--- src/rtl/counter_change_capture.sv ---
// counter_change_capture: samples a watched counter, records every value change
// together with a free-running timestamp, and buffers the events in a FIFO that
// is drained over a valid/ready port.
// Optional feature macro: CCC_DELTA_EN adds a per-event delta output (evt_delta).
module counter_change_capture #(
    parameter int unsigned DATA_W = 32,
    parameter int unsigned TS_W   = 32,
    parameter int unsigned DEPTH  = 8
) (
    input  logic                       clk,
    input  logic                       rst_n,
    input  logic                       sample_en,
    input  logic [DATA_W-1:0]          counter_in,
    input  logic                       clear,
    output logic                       evt_valid,
    input  logic                       evt_ready,
    output logic [DATA_W-1:0]          evt_data,
    output logic [TS_W-1:0]            evt_ts,
    output logic [$clog2(DEPTH):0]     level,
    output logic [15:0]                drop_count,
    output logic                       overflow
`ifdef CCC_DELTA_EN
    ,
    output logic [DATA_W-1:0]          evt_delta
`endif
);

    localparam int unsigned AW = $clog2(DEPTH);
    localparam int unsigned PW = AW + 1;

    logic [PW-1:0]     wr_ptr;
    logic [PW-1:0]     rd_ptr;
    logic [TS_W-1:0]   ts;
    logic [DATA_W-1:0] prev;
    logic              primed;

    logic [DATA_W-1:0] mem_data [DEPTH];
    logic [TS_W-1:0]   mem_ts   [DEPTH];

    logic empty_c;
    logic full_c;
    logic push_req_c;
    logic pop_c;
    logic wr_en_c;
    logic drop_c;

    // FIFO status, change detection and push/pop/drop qualification
    always_comb begin
        empty_c    = (wr_ptr == rd_ptr);
        full_c     = (wr_ptr[AW] != rd_ptr[AW]) && (wr_ptr[AW-1:0] == rd_ptr[AW-1:0]);
        push_req_c = sample_en && (!primed || (counter_in != prev));
        pop_c      = !empty_c && evt_ready;
        wr_en_c    = !clear && push_req_c && (!full_c || pop_c);
        drop_c     = !clear && push_req_c && full_c && !pop_c;
    end

    // Timestamp runs every cycle and is deliberately untouched by clear
    always_ff @(posedge clk or negedge rst_n) begin
        if (!rst_n) begin
            ts <= '0;
        end else begin
            ts <= ts + TS_W'(1);
        end
    end

    // Pointers, change-detect history and drop statistics; clear outranks push/pop
    always_ff @(posedge clk or negedge rst_n) begin
        if (!rst_n) begin
            wr_ptr     <= '0;
            rd_ptr     <= '0;
            prev       <= '0;
            primed     <= 1'b0;
            drop_count <= '0;
            overflow   <= 1'b0;
        end else if (clear) begin
            wr_ptr     <= '0;
            rd_ptr     <= '0;
            primed     <= 1'b0;
            drop_count <= '0;
            overflow   <= 1'b0;
        end else begin
            if (wr_en_c) begin
                wr_ptr <= wr_ptr + PW'(1);
            end
            if (pop_c) begin
                rd_ptr <= rd_ptr + PW'(1);
            end
            if (sample_en) begin
                prev   <= counter_in;
                primed <= 1'b1;
            end
            if (drop_c) begin
                overflow <= 1'b1;
                if (drop_count != 16'hFFFF) begin
                    drop_count <= drop_count + 16'd1;
                end
            end
        end
    end

    // Event storage; entries are only visible through the valid-gated head mux
    always_ff @(posedge clk) begin
        if (wr_en_c) begin
            mem_data[wr_ptr[AW-1:0]] <= counter_in;
            mem_ts[wr_ptr[AW-1:0]]   <= ts;
        end
    end

`ifdef CCC_DELTA_EN
    logic [DATA_W-1:0] mem_delta [DEPTH];

    // Per-entry delta from the previous sample; zero for the first push after reset/clear
    always_ff @(posedge clk) begin
        if (wr_en_c) begin
            mem_delta[wr_ptr[AW-1:0]] <= primed ? (counter_in - prev) : '0;
        end
    end

    // Head delta, forced to zero while the FIFO is empty
    always_comb begin
        evt_delta = empty_c ? '0 : mem_delta[rd_ptr[AW-1:0]];
    end
`endif

    // Head presentation and occupancy, all decoded straight from flops
    always_comb begin
        evt_valid = !empty_c;
        evt_data  = empty_c ? '0 : mem_data[rd_ptr[AW-1:0]];
        evt_ts    = empty_c ? '0 : mem_ts[rd_ptr[AW-1:0]];
        level     = wr_ptr - rd_ptr;
    end

endmodule

--- config.mk ---
export PLATFORM = sky130hd
export DESIGN_NAME = counter_change_capture
export DESIGN_NICKNAME = d
export VERILOG_FILES = /design/src/rtl/counter_change_capture.sv
export SDC_FILE = /design/constraint.sdc
export NUM_CORES = 1
export LEC_CHECK = 0
export CAP_MARGIN = 20
export CELL_PAD_IN_SITES_DETAIL_PLACEMENT = 1
export CELL_PAD_IN_SITES_GLOBAL_PLACEMENT = 1
export CORE_UTILIZATION = 55
export CTS_BUF_LIST = sky130_fd_sc_hd__clkbuf_4
export DETAILED_ROUTE_END_ITERATION = 7
export PLACE_DENSITY = 0.91
export SLEW_MARGIN = 25
export SYNTH_ARGS = -nofsm -noshare
export SYNTH_HDL_FRONTEND = slang
export SYNTH_SLANG_ARGS = --single-unit
--- constraint.sdc ---
create_clock -name clk -period 14 [get_ports clk]
set_clock_uncertainty 0.15 [all_clocks]
set_input_delay 2.1 -clock clk [delete_from_list [all_inputs] [get_ports clk]]
set_output_delay 2.1 -clock clk [all_outputs]
set_load 0.05 [all_outputs]
# Word-level counts from Yosys, hierarchy flattened
# Memories as Yosys holds them, arrays and structs flattened.
# Index checks and enable logic that the tools add are counted.
# classes
addsub,5
n_eq_ne,5
n_mux,15
bitwise,1
reduce_logical,21
# op_table
operator,n
2-to-1 mux 32 bit,2
2-to-1 mux 16 bit,3
"adder 32 x 1 -> 32 bit, second input constant",1
inequality test 32 bit,1
"adder 16 x 1 -> 16 bit, second input constant",1
2-to-1 mux 4 bit,4
"inequality test 16 bit, second input constant",1
nonzero test 2 bit,5
"adder 4 x 1 -> 4 bit, second input constant",2
logical AND 1 bit,7
2-to-1 mux 1 bit,6
logical NOT 1 bit,5
== test 4 bit,1
AND reduction 2 bit,2
subtractor 4 bit,1
== test 3 bit,1
logical OR 1 bit,2
inequality test 1 bit,1
inverter 1 bit,1
# totals
reg_bits,90
ram_bits,512
input_bits,37
out_inout_bits,86
word_cells,56
mem_count,2
# memory_table
name,words,width,rd,rd_ports_with_merged_regs,write_ports,line_no,source
mem_data,8,32,1,0,1,37,logic [DATA_W-1:0] mem_data [DEPTH];
mem_ts,8,32,1,0,1,38,logic [TS_W-1:0] mem_ts [DEPTH];

# Longest topological paths before layout
# Gate-level depths: netlist of the first run.
# depth
ltp_word,8
depth_mapped,11
ltp_nobuf,7

# Worst setup path before layout of the first run
# Ideal clock, no wire load.
# synth_path
path_type,input to register
from,in sample_en
to,mem mem_data[0][0] (enable)
arrival_ps,9072
required_ps,13206
setup_slack_ps,4134
cell_stages,5
path_buffers,2
cell_sequence,clkbuf_1 -> nand2_1 -> or3_1 -> clkbuf_1 -> nor4_1
# synth_via
elab_chain_len,5
# synth_rtl
item,line_no,source
start: declaration,12,"input logic sample_en,"
logical AND 1 bit,51,push_req_c = sample_en && (!primed || (counter_in != prev));
logical AND 1 bit (2 in a row),53,wr_en_c = !clear && push_req_c && (!full_c || pop_c);
2-to-1 mux 1 bit,103,if (wr_en_c) begin
2-to-1 mux 1 bit (not written as such),104,mem_data[wr_ptr[AW-1:0]] <= counter_in;
end: declaration,37,
# No other way between the ends.

# Worst setup path after layout of the first run
# layout_path
from,reg rd_ptr[1]
to,out evt_data[1]
# layout_via
elab_chain_len,2
# layout_rtl
item,line_no,source
start: declaration,32,logic [PW-1:0] rd_ptr;
start signal: assignment,86,rd_ptr <= rd_ptr + PW'(1);
memory (8 x 32 bit) or == test 4 bit (tied branches),--,
2-to-1 mux 32 bit *,128,evt_data = empty_c ? '0 : mem_data[rd_ptr[AW-1:0]];
end: declaration,17,"output logic [DATA_W-1:0] evt_data,"
# Every way passes the cells marked *; elsewhere a longest branch is shown, timed or not.

==> results_dict.tcl, run 1 <==
set metrics [dict create \
    cpMaxStageDelayCell "dfrtp_4" \
    critPathMaxStageDelay_ps 1150 \
    synth_top_family_by_area "multiplexers" \
    synth_seq_cells 602 \
    postRouteAntennaNets 0 \
    syn_area_sq_um 23800 \
    yosysWarningCount 0 \
    portBuffers 122 \
    synthTopCellsByArea "edfxtp_1 65%, mux4_2 12%, dfrtp_1 9.5%, nand2_1 3.9%, xnor2_1 1.8%" \
    grt_first_pass_wirelength_mm 105 \
    async_flop_share 0.150 \
    die-area_sq_um 44100 \
    finalCritPeriodShare 0.507 \
    avgRoutedWirePerCell_um 30.6 \
    nNetsFinal 1639 \
    antenna_found_initial 3 \
    muxShareOfSynthArea 0.126 \
    reg2regPathDepth 7 \
    crit_buf_inv 2 \
    clk_latency_ps 880 \
    netlist.area_leader.share 0.646 \
    dp_hpwl_mm 33.3 \
    critical_path_class "reg2out" \
    outcome "completed" \
    intPower_uw 3180 \
    vias_per_cell 6.40 \
    path_clk_slew_ps 100 \
    final_area_sq_um 27800 \
    pwr-share-seq 0.431 \
    ctsHoldBuffers 0 \
    cts_sinks 602 \
    drive_gt1_frac 0.256 \
    cp-end-kind "output port" \
    core-area_sq_um 42300 \
    ys_seq_area_frac 0.740 \
    fin_setup_tns_ps 0 \
    path_cells "buf_4 -> mux4_2 -> nand2_1 -> a21oi_1 -> clkdlybuf4s50_1" \
    slew_viol_final 0 \
    hold_path_depth 1 \
    yosys.area_share.adder 0.00452 \
    crit_family "buffers and inverters" \
    yosys.area_share.simple 0.0700 \
    rsz0062_at_grt "false" \
    postCtsSetupBuffers 0 \
    fmax_mhz 141 \
    drcViolationCount 0 \
    placementRows 75 \
    dr.pass1.iters 5 \
    p_per_area_nw_per_um2 169 \
    grt_pass1_vias 16133 \
    tightest_slew_ps 1100 \
    synth_top_flop_cell "edfxtp_1" \
    power.switching_uw 1530 \
    place_congestion 0.779 \
    holdCritPathClass "reg2reg" \
    relSlewSlack 0.267 \
    n_fill_cell 3712 \
    clockBufferDepth 3 \
    die_y_um 210 \
    grt_overflow 0 \
    synth-compound-area-share 0.0200 \
    cts_buffers 151 \
    cp_max_fo 68 \
    cp.depth 5 \
    ir_worst_vdd_mv 0.0933 \
    root_buffer "clkbuf_4" \
    synth_xor_area_frac 0.0246 \
    cp.arrival_ps 4850 \
    grt_max_degree 69 \
    htreeDepth 4 \
    yosysUniqueCellTypes 37 \
    power_frac_clock 0.346 \
    cp.required_ps 11750 \
    hold_viol_final 0 \
    start_kind "register" \
    p_comb_frac 0.224 \
    syn_to_final_growth_pct 16.8 \
    syn_area_per_cell_sq_um 17.4 \
    place_area_sq_um 25700 \
    post_cts_resized 0 \
    routed_wl_mm 70.4 \
    die_x_um 210 \
    initial_core_util 0.563 \
    synth-edff-count 512 \
    cts_tree "yes" \
    routed-via-count 14721 \
    leakage_uw 0.00929 \
    maxCapViolations 0 \
    syn_nets 1411 \
    grt_usage 0.330 \
    synthesis.instances 1366 \
    synthTopCellsByCount "512 x edfxtp_1, 246 x nand2_1, 128 x mux4_2" \
    first_iter_violations 1936 \
    synth_area_leader_cell "edfxtp_1" \
    min_period_ps 7100 \
    setup_viol_count_final 0 \
    io_pins 123 \
    yosysMostFrequentCell "edfxtp_1" \
    swShare 0.326 \
]
state kept, by name, summed over array words and instances (netlist names):
register    cells
wr_ptr          4
ts             32
drop_count     16
primed          1
prev           32
overflow        1
mem_data      256
mem_ts        256
rd_ptr          4
power by group through the flow:
stage	logic [uW]	clock network, uW	registers (uW)
after global routing	1090	1720	2030
after CTS	1030	1630	2050
after detailed placement	1000	0	2080
after global placement	980	0	2070
final	1050	1630	2030
after floorplan	706	0	2030
metrics by stage:
| step | hold slack, ps | cells | power [uW] | util | worst slack [ps] |
|---|---|---|---|---|---|
| floorplan | 316 | 1366 | 2740 | - | 4130 |
| global placement | 328 | 2015 | 3050 | 0.607 | 7160 |
| detailed placement | 346 | 2016 | 3080 | 0.608 | 7430 |
| CTS | 391 | 2296 | 4710 | 0.656 | 6390 |
| global route | 420 | 2301 | 4840 | 0.658 | 6690 |
| finish | 388 | 2301 | 4710 | 0.658 | 6900 |
metal layers:
| metal | track usage | vias up | share of wire |
|---|---|---|---|
| met5 | 0 | - | 0 |
| met4 | 0.150 | 0 | 0.038 |
| met3 | 0.0742 | 203 | 0.096 |
| met2 | 0.536 | 1092 | 0.50 |
| met1 | 0.429 | 7613 | 0.37 |
| li1 | - | 5813 | - |
area by class of cell:
class                   count  area, sq um  area share
flip-flops and latches    602        17600       0.634
multi-input cells         678         5910       0.212
clock buffers             244         1830      0.0658
repair buffers            149         1490      0.0535
well taps                 577          722      0.0259
clock inverters            36          190     0.00683
inverters                  12         45.0     0.00162
diodes                      3         7.51    0.000270
layout by cell type, fill, tap and decap left out, types with 11 or more instances in the layout:
cell / count
clkdlybuf4s50_1: 121
nand4_1: 20
clkinv_1: 24
edfxtp_1: 512
nand2_1: 246
xnor2_1: 49
xor2_1: 18
mux4_2: 128
dfrtp_1: 87
nor2_1: 21
inv_1: 11
nand3_1: 23
clkbuf_4: 244
a21oi_1: 74
buf_4: 23
worst reg2reg max path: stages (launching register included):
cell,delay [ps]
dfrtp_4,1150
inv_1,190
ha_1,380
nand3_1,120
or3_1,320
nand4b_1,400
nor2_4,900
buf_4,760
final timing paths:
kind,startpoint,endpoint,slack (ps)
min in group asynchronous,rst_n,ts[19],1020
hold reg to reg,overflow,overflow,390
setup reg to reg,rd_ptr[1],mem_data[5][19],9200
hold / removal,overflow,overflow,390
setup / recovery,rd_ptr[1],evt_data[1],6900
max in group asynchronous,rst_n,rd_ptr[0],11250
kinds of logic after synthesis:
group,after synthesis
mux,139
buf+inv,86
xor+xnor,67
simple gates,376
compound gates,88
flops,602
fa+ha+maj,8
Power figures use the tool's default switching activity.
==> inputs of run 2 (changes only) <==
--- a/config.mk
+++ b/config.mk
@@ -8,10 +8,10 @@
 export CAP_MARGIN = 20
 export CELL_PAD_IN_SITES_DETAIL_PLACEMENT = 1
 export CELL_PAD_IN_SITES_GLOBAL_PLACEMENT = 1
-export CORE_UTILIZATION = 55
+export CORE_UTILIZATION = 54
 export CTS_BUF_LIST = sky130_fd_sc_hd__clkbuf_4
 export DETAILED_ROUTE_END_ITERATION = 7
-export PLACE_DENSITY = 0.91
+export PLACE_DENSITY = 0.89
 export SLEW_MARGIN = 25
 export SYNTH_ARGS = -nofsm -noshare
 export SYNTH_HDL_FRONTEND = slang
==> constraint.sdc (replaced) <==
create_clock -name clk -period 6.6 [get_ports clk]
set_clock_uncertainty 0.15 [all_clocks]
set_input_delay 0.99 -clock clk [delete_from_list [all_inputs] [get_ports clk]]
set_output_delay 0.99 -clock clk [all_outputs]
set_load 0.05 [all_outputs]
==> run 2 against run 1 <==
  * Hold slack got worse by 25 ps
  * Largest power group unchanged
  * Combinational power up 110%
  * Cell count is 0.43% higher
  * Sequential share of layout area fell by 0.24 points
==> results_dict.tcl, run 2 (synthesis results as in run 1) <==
set metrics [dict create \
    outcome "completed" \
    dp_hpwl_mm 34.3 \
    holdCritPathClass "reg2reg" \
    core-area_sq_um 43300 \
    preCtsSetupSlack_ps 1740 \
    cp-end-kind "output port" \
    r2r_start "rd_ptr[1]" \
    cp.arrival_ps 4570 \
    slew_viol_final 0 \
    min-delay-start "overflow" \
    cp.required_ps 5460 \
    clockBufferDepth 3 \
    clk_latency_ps 880 \
    grt_first_pass_wirelength_mm 99.7 \
    die_x_um 212 \
    p_per_area_nw_per_um2 356 \
    fin_setup_tns_ps 0 \
    dr.pass1.iters 7 \
    n_fill_cell 3842 \
    place_congestion 0.767 \
    multiInputGateArea_sq_um 5910 \
    cp_max_fo 53 \
    startpoint "rd_ptr[1]" \
    placementRows 76 \
    start_kind "register" \
    nNetsFinal 1644 \
    initial_core_util 0.550 \
    cts_sinks 602 \
    vias_per_cell 6.13 \
    final_cell_mix "512 x edfxtp_1, 246 x nand2_1, 234 x clkbuf_4, 128 x mux4_2, 121 x clkdlybuf4s50_1" \
    maxCapViolations 0 \
    grt_pass1_vias 15841 \
    rsz0062_at_grt "false" \
    drive_gt1_frac 0.253 \
    antenna_found_initial 7 \
    tightest_slew_ps 1010 \
    relSlewSlack 0.328 \
    avgRoutedWirePerCell_um 28.6 \
    min_period_ps 5710 \
    cts_buffers 151 \
    htreeDepth 4 \
    first_iter_violations 1558 \
    io_pins 123 \
    grt_overflow 0 \
    hold_viol_final 0 \
    die-area_sq_um 44900 \
    post_cts_resized 0 \
    leakage_uw 0.00932 \
    path_clk_slew_ps 70 \
    final_area_sq_um 27900 \
    mostFrequentLayoutCell "edfxtp_1" \
    post-route-util 0.646 \
    postRouteAntennaNets 0 \
    critical_path_class "reg2out" \
    syn_to_final_growth_pct 17.3 \
    p_total_uw 9940 \
    setup_viol_count_final 0 \
    fmax_mhz 175 \
    seq_area_sq_um 17600 \
    portBuffers 122 \
    routed_wl_mm 66.1 \
    grt_max_degree 66 \
    finalCritPeriodShare 0.865 \
    place_area_sq_um 25800 \
    routed-via-count 14163 \
    die_y_um 212 \
    ir_worst_vdd_mv 0.222 \
    root_buffer "clkbuf_4" \
    setup_slack_ps 892 \
    cts_tree "yes" \
    drcViolationCount 0 \
    grt_usage 0.307 \
]
## run 2: changes by cell type in the layout (fill, tap and decap cells not counted)
cell           delta
buf_6             -1
diode_2           +2
buf_4             +4
dlygate4sd3_1     +1
nor3_2            -1
clkinv_1          +3
buf_16            -2
nor3_4            +1
clkbuf_4         -10
inv_2             -5
buf_12            +3
bufinv_16         +4
clkinv_2          +3
## run 2: path summary, 6_finish.rpt
| path | endpoint | slack, ps | depth (start not counted) |
|---|---|---|---|
| max reg2reg | mem_ts[6][3] | 2510 | 8 |
| min in group asynchronous | ts[14] | 450 | 2 |
| min reg2reg | overflow | 360 | 1 |
| min | overflow | 360 | 1 |
| max | evt_data[31] | 890 | 6 |
| max in group asynchronous | prev[25] | 4820 | 4 |
## run 2: through the flow
stage          cells  hold WS [ps]
2_1_floorplan   1366           316
3_3_place_gp    2026           329
3_5_place_dp    2029           344
4_1_cts         2305           368
5_1_grt         2311           379
6_report        2311           363
## run 2: metal layers
metal | part of all wire | GRT usage | routed length, um | vias to the layer above
met5 | 0.00048 | 0 | 32 | -
met4 | 0.030 | 0.145 | 2010 | 4
met3 | 0.071 | 0.0669 | 4710 | 135
met2 | 0.51 | 0.500 | 33600 | 796
met1 | 0.39 | 0.396 | 25800 | 7404
li1 | - | - | - | 5824
## run 2: final cells by class
class,instances,area share
well taps,585,0.0262
inverters,12,0.00161
repair buffers,154,0.0545
flip-flops and latches,602,0.631
multi-input cells,678,0.212
diodes,5,0.000448
clock inverters,41,0.0114
clock buffers,234,0.0629
## run 2: repair_timing
action / CTS / global route
endpoints found under the hold margin: 25 / 0
buffers inserted: 0 / 0
endpoints found under the setup margin: 0 / 0
hold buffers: 1 / 0
## run 2: worst max-delay path, cell delays in order, from the launching register on
cell and delay [ps]:
dfrtp_4 990, inv_1 100, ha_1 360, and4_2 800, buf_4 470, a21oi_1 180, clkdlybuf4s50_1 760
## run 2: report_power, final
part	switching [uW]	total [uW]	internal, uW
Sequential	113	4310	4200
Clock	1600	3450	1850
Combinational	1410	2180	776
Total	3120	9940	6820
==> inputs of run 3 (changes only) <==
--- a/config.mk
+++ b/config.mk
@@ -12,7 +12,6 @@
 export CTS_BUF_LIST = sky130_fd_sc_hd__clkbuf_4
 export DETAILED_ROUTE_END_ITERATION = 7
 export PLACE_DENSITY = 0.89
-export SLEW_MARGIN = 25
 export SYNTH_ARGS = -nofsm -noshare
 export SYNTH_HDL_FRONTEND = slang
 export SYNTH_SLANG_ARGS = --single-unit
==> run 3 against run 2 <==
  * Hold slack got worse by 11 ps
  * First-iteration DRC count fell by 9.9%
  * Register-to-register slack improved by 20 ps
  * Clock power fell by 2%
  * Combinational power barely moved
  * Largest cell class unchanged
  * Non-clock buffer count did not move
  * Worst setup slack got worse by 130 ps
  * Sequential cell count did not move
  * Die area did not move
  * Final area fell by 0.28%
  * Fmax fell by 2.3%
==> results_dict.tcl, run 3 (synthesis results as in run 1) <==
set metrics [dict create \
    post_cts_resized 0 \
    preCtsSetupSlack_ps 1730 \
    startpoint "rd_ptr[1]" \
    grt_overflow 0 \
    cpMaxStageDelayCell "dfrtp_4" \
    path_cells "inv_1 -> ha_1 -> and4_2 -> buf_4 -> a21oi_1 -> clkdlybuf4s50_1" \
    crit_family "buffers and inverters" \
    syn_to_final_growth_pct 17.0 \
    final_area_sq_um 27900 \
    final_cells 2312 \
    maxCapViolations 0 \
    min-delay-start "prev[4]" \
    crit_buf_inv 3 \
    vias_per_cell 6.14 \
    routed-via-count 14194 \
    routed_wl_mm 66.6 \
    htreeDepth 4 \
    hold_viol_final 0 \
    critPathMaxStageDelay_ps 1000 \
    root_buffer "clkbuf_4" \
    dp_hpwl_mm 33.6 \
    cp.required_ps 5460 \
    r2r_start "rd_ptr[1]" \
    die_x_um 212 \
    cts_buffers 149 \
    setup_viol_count_final 0 \
    avgRoutedWirePerCell_um 28.8 \
    place_congestion 0.767 \
    setup_slack_ps 759 \
    die-area_sq_um 44900 \
    mostFrequentLayoutCell "edfxtp_1" \
    postCtsSetupBuffers 0 \
    min_period_ps 5840 \
    fmax_mhz 171 \
    slew_viol_final 0 \
    path_clk_slew_ps 70 \
    clk_latency_ps 880 \
    io_pins 123 \
    grt_pass1_vias 15908 \
    tightest_slew_ps 1140 \
    initial_core_util 0.550 \
    place_area_sq_um 25700 \
    core-area_sq_um 43300 \
    clockBufferDepth 3 \
    critical_path_class "reg2out" \
    relSlewSlack 0.241 \
    cp-end-kind "output port" \
    dp_cells 2026 \
    postRouteAntennaNets 0 \
    placementRows 76 \
    drive_gt1_frac 0.253 \
    p_total_uw 9870 \
    p_per_area_nw_per_um2 354 \
    n_fill_cell 3833 \
    cts_tree "yes" \
    portBuffers 122 \
    nNetsFinal 1642 \
    ir_worst_vdd_mv 0.205 \
    grt_first_pass_wirelength_mm 100 \
    grt_usage 0.310 \
    dr.pass1.iters 5 \
    cts_sinks 602 \
    grt_max_degree 66 \
    antenna_found_initial 7 \
    cp.arrival_ps 4700 \
    outcome "completed" \
    holdCritPathClass "reg2reg" \
    first_iter_violations 1403 \
    rsz0062_at_grt "false" \
    finalCritPeriodShare 0.885 \
    die_y_um 212 \
    ctsHoldBuffers 1 \
    leakage_uw 0.00930 \
    drcViolationCount 0 \
    start_kind "register" \
    final_cell_mix "512 x edfxtp_1, 246 x nand2_1, 234 x clkbuf_4, 128 x mux4_2, 121 x clkdlybuf4s50_1" \
    cp_max_fo 53 \
]
run 3: cell count changes in the layout (fill, tap and decap cells not counted), sizes merged:
cell,delta
bufinv,-3
diode,-1
inv,+5
run 3: final cells by class:
type	instances	area, sq um	share of cell area
Antenna cell	4	10.0	0.000359
Inverter	12	45.0	0.00162
Sequential cell	602	17600	0.633
Clock inverter	43	245	0.00880
Tap cell	585	732	0.0263
Multi-Input combinational cell	678	5910	0.212
Clock buffer	234	1760	0.0631
Timing Repair Buffer	154	1520	0.0546
run 3: layer usage:
layer	wire length (um)	global-route usage	vias to the layer above
met4	2130	0.145	8
met3	5420	0.0644	160
met5	115	0	-
met1	25600	0.409	7355
met2	33300	0.500	855
li1	-	-	5816
run 3: report_power, final:
part	switching (uW)	internal, uW
clock	1640	1740
combinational	1420	775
sequential	112	4200
run 3: worst min-delay path: cells and delay by family, from the launching register on:
| family | cells | cell delay [ps] |
|---|---|---|
| and+or+nand+nor | 2 | 120 |
| DFF | 1 | 360 |
run 3: path summary, 6_finish.rpt:
path	endpoint	slack [ps]	cells after the start
setup reg to reg	mem_ts[0][4]	2530	8
hold / removal	prev[4]	350	2
max in group asynchronous	rd_ptr[0]	4450	3
min in group asynchronous	ts[19]	440	2
hold reg to reg	prev[4]	350	2
setup / recovery	evt_ts[25]	760	6
run 3: stage by stage:
| stage | hold slack (ps) | util | setup TNS, ps |
|---|---|---|---|
| after floorplan | 316 | - | -435230 |
| after global placement | 329 | 0.595 | 0 |
| after detailed placement | 334 | 0.595 | 0 |
| after CTS | 351 | 0.641 | 0 |
| after global routing | 380 | 0.644 | 0 |
| final | 353 | 0.644 | 0 |
